$ cat src/rtl/stopwatch_core.sv
// Stopwatch time base: 1/100 s prescaler, SS.cc BCD counter and a
// multiplexed common-anode seven-segment scan driver.
module stopwatch_core #(
   parameter int TICK_DIV = 500000,
   parameter int SCAN_DIV = 50000
) (
   input  logic        mclk,
   input  logic        rst,
   input  logic        en,
   input  logic        clr,
   output logic [15:0] digits,
   output logic        ovf,
   output logic [3:0]  an,
   output logic [6:0]  seg,
   output logic        dp
);

   localparam int PW = (TICK_DIV > 1) ? $clog2(TICK_DIV) : 1;
   localparam int SW = (SCAN_DIV > 1) ? $clog2(SCAN_DIV) : 1;

   logic [PW-1:0] pcnt;
   logic [SW-1:0] scnt;
   logic [1:0]    sel;
   logic [3:0]    sec_tens, sec_ones, hund_tens, hund_ones;
   logic [3:0]    cur_digit;
   logic          tick;

   function automatic logic [6:0] seg7(input logic [3:0] d);
      case (d)
         4'd0:    seg7 = 7'b1000000;
         4'd1:    seg7 = 7'b1111001;
         4'd2:    seg7 = 7'b0100100;
         4'd3:    seg7 = 7'b0110000;
         4'd4:    seg7 = 7'b0011001;
         4'd5:    seg7 = 7'b0010010;
         4'd6:    seg7 = 7'b0000010;
         4'd7:    seg7 = 7'b1111000;
         4'd8:    seg7 = 7'b0000000;
         4'd9:    seg7 = 7'b0010000;
         default: seg7 = 7'b1111111;
      endcase
   endfunction

   assign tick   = en && !clr && (pcnt == PW'(TICK_DIV - 1));
   assign digits = {sec_tens, sec_ones, hund_tens, hund_ones};

   // Prescaler and BCD chain; clr beats a coincident tick, pause keeps pcnt.
   always_ff @(posedge mclk) begin
      if (rst || clr) begin
         pcnt      <= '0;
         sec_tens  <= 4'd0;
         sec_ones  <= 4'd0;
         hund_tens <= 4'd0;
         hund_ones <= 4'd0;
         ovf       <= 1'b0;
      end else begin
         ovf <= 1'b0;
         if (tick) begin
            pcnt <= '0;
            if (hund_ones != 4'd9) begin
               hund_ones <= hund_ones + 4'd1;
            end else begin
               hund_ones <= 4'd0;
               if (hund_tens != 4'd9) begin
                  hund_tens <= hund_tens + 4'd1;
               end else begin
                  hund_tens <= 4'd0;
                  if (sec_ones != 4'd9) begin
                     sec_ones <= sec_ones + 4'd1;
                  end else begin
                     sec_ones <= 4'd0;
                     if (sec_tens != 4'd5) begin
                        sec_tens <= sec_tens + 4'd1;
                     end else begin
                        sec_tens <= 4'd0;
                        ovf      <= 1'b1;
                     end
                  end
               end
            end
         end else if (en) begin
            pcnt <= pcnt + PW'(1);
         end
      end
   end

   always_comb begin
      cur_digit = 4'd0;
      case (sel)
         2'd0: cur_digit = hund_ones;
         2'd1: cur_digit = hund_tens;
         2'd2: cur_digit = sec_ones;
         2'd3: cur_digit = sec_tens;
         default: cur_digit = 4'd0;
      endcase
   end

   // Free-running scan; an/seg/dp register the current sel so they move together.
   always_ff @(posedge mclk) begin
      if (rst) begin
         scnt <= '0;
         sel  <= 2'd0;
         an   <= 4'b1110;
         seg  <= 7'b1000000;
         dp   <= 1'b1;
      end else begin
         if (scnt == SW'(SCAN_DIV - 1)) begin
            scnt <= '0;
            sel  <= sel + 2'd1;
         end else begin
            scnt <= scnt + SW'(1);
         end
         an  <= ~(4'b0001 << sel);
         seg <= seg7(cur_digit);
         dp  <= (sel != 2'd2);
      end
   end

endmodule
$ cat config.mk
export PLATFORM = sky130hd
export DESIGN_NAME = stopwatch_core
export DESIGN_NICKNAME = d
export VERILOG_FILES = /design/src/rtl/stopwatch_core.sv
export SDC_FILE = /design/constraint.sdc
export NUM_CORES = 1
export LEC_CHECK = 0
export BUFFER_PORTS_ARGS = -buffer_cell sky130_fd_sc_hd__buf_2
export CAP_MARGIN = 25
export CORE_ASPECT_RATIO = 0.75
export CORE_MARGIN = 3
export CORE_UTILIZATION = 45
export DETAILED_ROUTE_END_ITERATION = 7
export SYNTH_ARGS = -nofsm -noshare
export SYNTH_HDL_FRONTEND = slang
export SYNTH_SLANG_ARGS = --single-unit
$ cat constraint.sdc
create_clock -name mclk -period 3.1 [get_ports mclk]
set_input_delay 0.62 -clock mclk [delete_from_list [all_inputs] [get_ports mclk]]
set_output_delay 0.62 -clock mclk [all_outputs]
set_load 0.02 [all_outputs]
==> results.toml, run 1 <==
[pwr]
power_density_mw_per_mm2 = 468
switching_share_pct = 19.6
p_comb_share_pct = 1.8
cellLeakagePower_uw = 0.00125
intPower_uw = 1360
ir_worst_vdd_mv = 0.215
switching_power_uw = 333
seq_power_share_pct = 49.7
clock_power_share_pct = 48.5

[cts]
cts_buffers = 9
holdBufCountCts = 0
clock_path_buffers = 2
ctsHtreeMaxLevel = 3
cts-resized-gates = 0
ctsRootBufferMaster = "clkbuf_8"
clk_pin_slew_ns = 0.07
insertion_delay_ns = 0.34
tritoncts = "yes"
cts_setup_buffers = 0
clock-sinks = 65

[grt]
grt.total_usage_pct = 19.8
grt_pass1_vias = 2556
antenna_found_initial = 0
grt_max_degree = 19
grt_pass1_wl_mm = 12.6
globalRouteOverflowTotal = 0

[critical_path]
critical-path-top-delay-family = "simple AND/OR/NAND/NOR gates"
crit_arrival_ns = 2.80
critPathKind = "flip-flop to flip-flop"
start_kind = "flip-flop"
path_cells = "inv_1, ha_1, a222oi_1, mux2i_1, or4b_2, a31oi_1"
rr_worst_depth = 6
crit_path_start = "sel[1]"
critical_path.max_fanout = 8
cpPeakStageDelay_ns = 0.72
worstSetupEndpoint = "seg[3]"
crit_slowest_cell = "or4b_2"
path_buf_inv = 1
crit_path_end_kind = "flip-flop"
cp_num_cells = 6
worstPathRequired_ns = 3.36
worst_r2r_endpoint = "seg[3]"
r2r-start = "sel[1]"
rrSetupSlack_ns = 0.57

[drt]
avgViaCountPerCell = 5.82
drt-met1-wl_mm = 3.90
wl_met2_mm = 2.70
first_pass_iters = 6
wl_met3_um = 712
ant_nets = 0
drc = 0
wirelength_mm = 7.39
drt_iter0_drc = 231
num_vias = 2813
highest_layer = "met4"
wl_per_cell_um = 15.3

[sta]
hold_viol_final = 0
worst_pin_slew_ns = 0.757
setup_tns_ns = 0
rsz0062_at_grt = "no"
slew_viol_final = 0
clock.fmax_mhz = 395
setup_viol = 0
min_period_over_period_pct = 81.7
slew_headroom_pct = 48.1
period_needed_ns = 2.53
fin_worst_skew_ns = 0.00559

[synth]
synth_edf_count = 0
ys_ff_latch = 65
syn-cell-area_mm2 = 0.00319
ys_warn_count = 0
syn_nets = 382
yosysSeqAreaShare_pct = 40.8
syn_avg_cell_area_um2 = 8.66
synth_flop_cell = "dfxtp_1"
async_reset_ff_share_pct = 0
netlist_instances = 368
yosysUniqueCellTypes = 46

[place]
place_inst = 468
gp_congestion = 0.832
numPortBuffers = 32
dpl.hpwl_mm = 5.36
place_area_mm2 = 0.00340

[floorplan]
ios = 33
die_w_um = 103
die_height_um = 78.9
initial_core_util_pct = 48.5
core_area_mm2 = 0.00657
num_rows = 25
die_area_mm2 = 0.00813

[worst_hold_path]
worstHoldStart = "scnt[0]"
min_path_type = "flip-flop to flip-flop"

[run_status]
outcome = "finished, final reports clean"

[cells_and_area]
finish.instance_area_mm2 = 0.00363
final_nets = 412
fin_cells = 483
regArea_mm2 = 0.00130
final_layout_size_suffix_gt1_share_pct = 14.9
diodes = 0
syn_to_final_growth_pct = 13.9
fillerInstances = 645
multi_input_area_mm2 = 0.00176

[run]
maxCapViolCount = 0
synth_stat cells (2+ instances only):
cell type,n,area share (%)
a21oi_1,20,3.1
nor2_1,44,5.2
mux2i_1,9,2.8
dfxtp_1,65,41
o21ai_0,14,2.2
nor3_1,11,1.7
and3_1,3,0.59
clkbuf_1,11,1.3
ha_1,10,3.9
inv_1,17,2.0
and4_1,3,0.82
nor2b_1,3,0.59
a211oi_1,2,0.47
or3_1,9,1.8
nand4bb_1,3,1.1
buf_2,3,0.47
a222oi_1,4,1.3
nand2_1,23,2.7
nand3_1,12,1.9
xnor2_1,20,5.5
or4b_4,2,0.86
nand4_1,11,2.2
or2_2,3,0.59
nand4b_1,4,1.1
or4b_2,2,0.63
nand3b_1,3,0.71
xor2_1,7,1.9
o31ai_1,7,1.6
or4_1,14,3.3
a31oi_1,6,1.2
nor4_1,8,1.6
flip-flops by register name, indices dropped and copies added (netlist names):
signal and cells:
an 4, hund_tens 4, scnt 16, pcnt 19, sec_tens 4, hund_ones 4, sec_ones 4, sel 2
ovf 1, seg 7
layout by cell type (no fill, tap or decap), types with 6 or more instances in the layout:
master / n
clkbuf_8: 12
a21oi_1: 20
nor4_1: 8
ha_1: 10
nor3_1: 11
nor2_1: 44
o31ai_1: 7
or3_1: 9
xor2_1: 7
xnor2_1: 20
o21ai_0: 14
a31oi_1: 6
inv_1: 17
buf_2: 32
or4_1: 14
dfxtp_1: 65
mux2i_1: 9
nand3_1: 12
nand2_1: 23
nand4_1: 11
stage by stage:
stage	utilization, %	setup WS [ns]	hold slack [ns]	power (uW)
floorplan	-	0.944	0.430	882
global placement	51.7	0.651	0.449	893
detailed placement	51.7	0.618	0.471	893
CTS	55.2	0.610	0.487	1720
global route	55.2	0.422	0.527	1760
finish	55.2	0.568	0.479	1700
per-layer routing:
layer | GRT usage (%) | up-vias
met1 | 31.2 | 1292
met3 | 6.76 | 8
met5 | 0 | -
li1 | - | 1406
met2 | 24.1 | 107
met4 | 7.12 | 0
cell families (layout without fill, tap and decap cells):
kind of cell	after synthesis	in the layout	share of synthesized area (%)
AO/OA/AOI/OAI	60	60	11.7
XOR/XNOR	27	27	7.42
adder cells (fa/ha/maj)	10	10	3.93
buffers and inverters	32	66	4.01
flip-flops	65	65	40.8
multiplexers	10	10	3.18
AND/OR/NAND/NOR	164	164	28.9
power groups by stage:
stage | clock network [uW] | registers (uW) | logic, uW
after floorplan | 0 | 861 | 20.7
after global routing | 886 | 843 | 35.7
after global placement | 0 | 862 | 31.0
after detailed placement | 0 | 862 | 31.3
final | 823 | 843 | 31.2
after CTS | 850 | 843 | 31.5
final cells by class:
cell class | instances | share of cell area [%]
clock buffer | 13 | 4.66
clock inverter | 2 | 1.66
inverter | 17 | 1.76
multi-input combinational | 271 | 48.4
sequential | 65 | 35.9
tap | 81 | 2.79
timing repair buffer | 34 | 4.83
how the worst min path moves through the flow:
stage                   end  slack (ns)  cells after the start
detailed placement  scnt[0]        0.47                      1
finish              scnt[0]        0.48                      1
global placement    scnt[0]        0.45                      1
CTS                 scnt[0]        0.49                      1
floorplan           scnt[0]        0.43                      1
global route        scnt[0]        0.53                      1
Power figures use the tool's default switching activity.
==> run 2: changes to the inputs <==
Settings changed: ABC_AREA from default to 1, PLACE_DENSITY from default to 0.66.
Clock period 3.1 ns to 2.3 ns, I/O delays scaled along.
==> results.toml, run 2 <==
[critical_path]
crit_arrival_ns = 2.12
crit_path_end_kind = "flip-flop"
path_cells = "inv_1, ha_1, nand2_1, nand2_1, nor2_1, nor2_1, inv_1, ha_1, nand2_1, nand2_1, nand2_1, a21oi_1"
path_common_cell = "nand2_1"
worstPathRequired_ns = 2.52
critical_path.max_fanout = 5
crit_slowest_cell = "dfxtp_1"
rrSetupSlack_ns = 0.40
start_kind = "flip-flop"
critPathKind = "flip-flop to flip-flop"
cpPeakStageDelay_ns = 0.33

[grt]
grt_pass1_wl_mm = 12.5
grt.total_usage_pct = 18.2
grt_max_degree = 16
globalRouteOverflowTotal = 0
antenna_found_initial = 0
grt_pass1_vias = 2734

[floorplan]
core_area_mm2 = 0.00703
ios = 33
die_area_mm2 = 0.00853
die_w_um = 106
num_rows = 26
die_height_um = 80.8
initial_core_util_pct = 47.7

[synth]
synth_top_family_by_area = "simple AND/OR/NAND/NOR gates"
syn-cell-area_mm2 = 0.00335
async_reset_ff_share_pct = 0
synth_flop_cell = "dfxtp_1"
synth_top_cell_area_share_pct = 38.8
synthAdderAreaFrac_pct = 3.73
netlist_instances = 490
post_synth_main_area_contributors = "dfxtp_1 (39%), nand2_1 (14%), nor2_1 (8.6%)"
synthTopCellsByCount = "nand2_1 (121), nor2_1 (77), dfxtp_1 (65), inv_1 (59), a21oi_1 (26)"
yosysUniqueCellTypes = 35
ys_warn_count = 0
synthSimpleGateAreaFrac_pct = 36.0
yosysSeqAreaShare_pct = 38.8
yosysMostFrequentCell = "nand2_1"
syn_nets = 504
synthXorXnorAreaFrac_pct = 3.66
syn_avg_cell_area_um2 = 6.84
ys_ff_latch = 65
synth_compound_area_share_pct = 9.18
synth_area_leader_cell = "dfxtp_1"
synth_edf_count = 0
synth_mux_area_share_pct = 0

[sta]
fin_worst_skew_ns = 0.00850
clock.fmax_mhz = 526
period_needed_ns = 1.90
setup_tns_ns = 0
slew_viol_final = 0
setup_viol = 0
worst_pin_slew_ns = 0.498
rsz0062_at_grt = "no"
hold_viol_final = 0
slew_headroom_pct = 66.7
whs_ns = 0.386
min_period_over_period_pct = 82.6

[drt]
wl_per_cell_um = 11.5
num_vias = 3049
wirelength_mm = 7.26
ant_nets = 0
drt_iter0_drc = 109
drc = 0
first_pass_iters = 5
avgViaCountPerCell = 4.82

[pwr]
power_density_mw_per_mm2 = 554
p_total_uw = 2110
ir_worst_vdd_mv = 0.287
cellLeakagePower_uw = 0.00159

[cells_and_area]
mostFrequentLayoutCells = "nand2_1 (121), nor2_1 (77), dfxtp_1 (65), inv_1 (59), buf_2 (32)"
final_nets = 544
fillerInstances = 694
top_regs = "pcnt (19), scnt (16), seg (7)"
final_layout_size_suffix_gt1_share_pct = 14.2
largest_register_ff_count = 19
final_util_pct = 54.1
largest-register = "pcnt"
diodes = 0
final_common_cell = "nand2_1"
syn_to_final_growth_pct = 13.5

[cts]
clock-sinks = 65
insertion_delay_ns = 0.34
cts_setup_buffers = 0
ctsRootBufferMaster = "clkbuf_8"
cts-resized-gates = 0
clock_path_buffers = 2
ctsHtreeMaxLevel = 3
cts_buffers = 9
tritoncts = "yes"
clk_pin_slew_ns = 0.07
holdBufCountCts = 0

[worst_hold_path]
min_path_type = "primary input to flip-flop"

[place]
numPortBuffers = 32
dpl.hpwl_mm = 5.58
gp_congestion = 0.895

[run_status]
outcome = "finished, final reports clean"

[run]
maxCapViolCount = 0
## run 2: power breakdown
part	switching [uW]	leakage, uW	total [uW]	internal, uW
Sequential	3.71	0.000524	1130	1130
Clock	431	0.0000844	923	492
Combinational	34.8	0.000983	49.8	15.0
Total	469	0.00159	2110	1640
## run 2: worst max-delay path: cells and delay by family (launching register included)
family | cells | cell delay [ns]
compound gates | 1 | 0.06
fa+ha+maj | 2 | 0.57
buf+inv | 2 | 0.28
flops | 1 | 0.33
simple gates | 7 | 0.56
## run 2: through the flow
stage	cell area (um^2)	setup WS, ns	cells
floorplan	3350	0.591	490
global route	3800	0.102	632
global placement	3620	0.434	617
detailed placement	3620	0.408	617
CTS	3800	0.396	632
finish	3800	0.400	632
## run 2: area by class of cell
class | count | area (um^2) | share of cell area [%]
multi-input combinational | 351 | 1760 | 46.3
sequential | 65 | 1300 | 34.2
inverter | 69 | 259 | 6.81
timing repair buffer | 34 | 175 | 4.60
clock buffer | 10 | 128 | 3.35
tap | 98 | 123 | 3.22
clock inverter | 5 | 57.6 | 1.51
## run 2: routing by layer
layer	vias to the layer above	part of all wire (%)	GRT usage, %
li1	1638	-	-
met1	1329	52	25.0
met2	69	40	27.5
met3	13	6.2	5.08
met4	0	1.8	6.21
met5	-	0	0
## run 2: path summary, 6_finish.rpt
check,depth (start not counted),from,endpoint
worst max-delay path,12,sel[0],seg[3]
worst min-delay path,2,rst,an[0]
worst max register to register,12,sel[0],seg[3]
worst min register to register,1,scnt[0],scnt[0]
## run 2: cells by family (layout without fill, tap and decap cells)
group,count (synthesis),after routing
AND/OR/NAND/NOR,271,271
buffers and inverters,74,118
flip-flops,65,65
AO/OA/AOI/OAI,56,56
XOR/XNOR,14,14
adder cells (fa/ha/maj),10,10
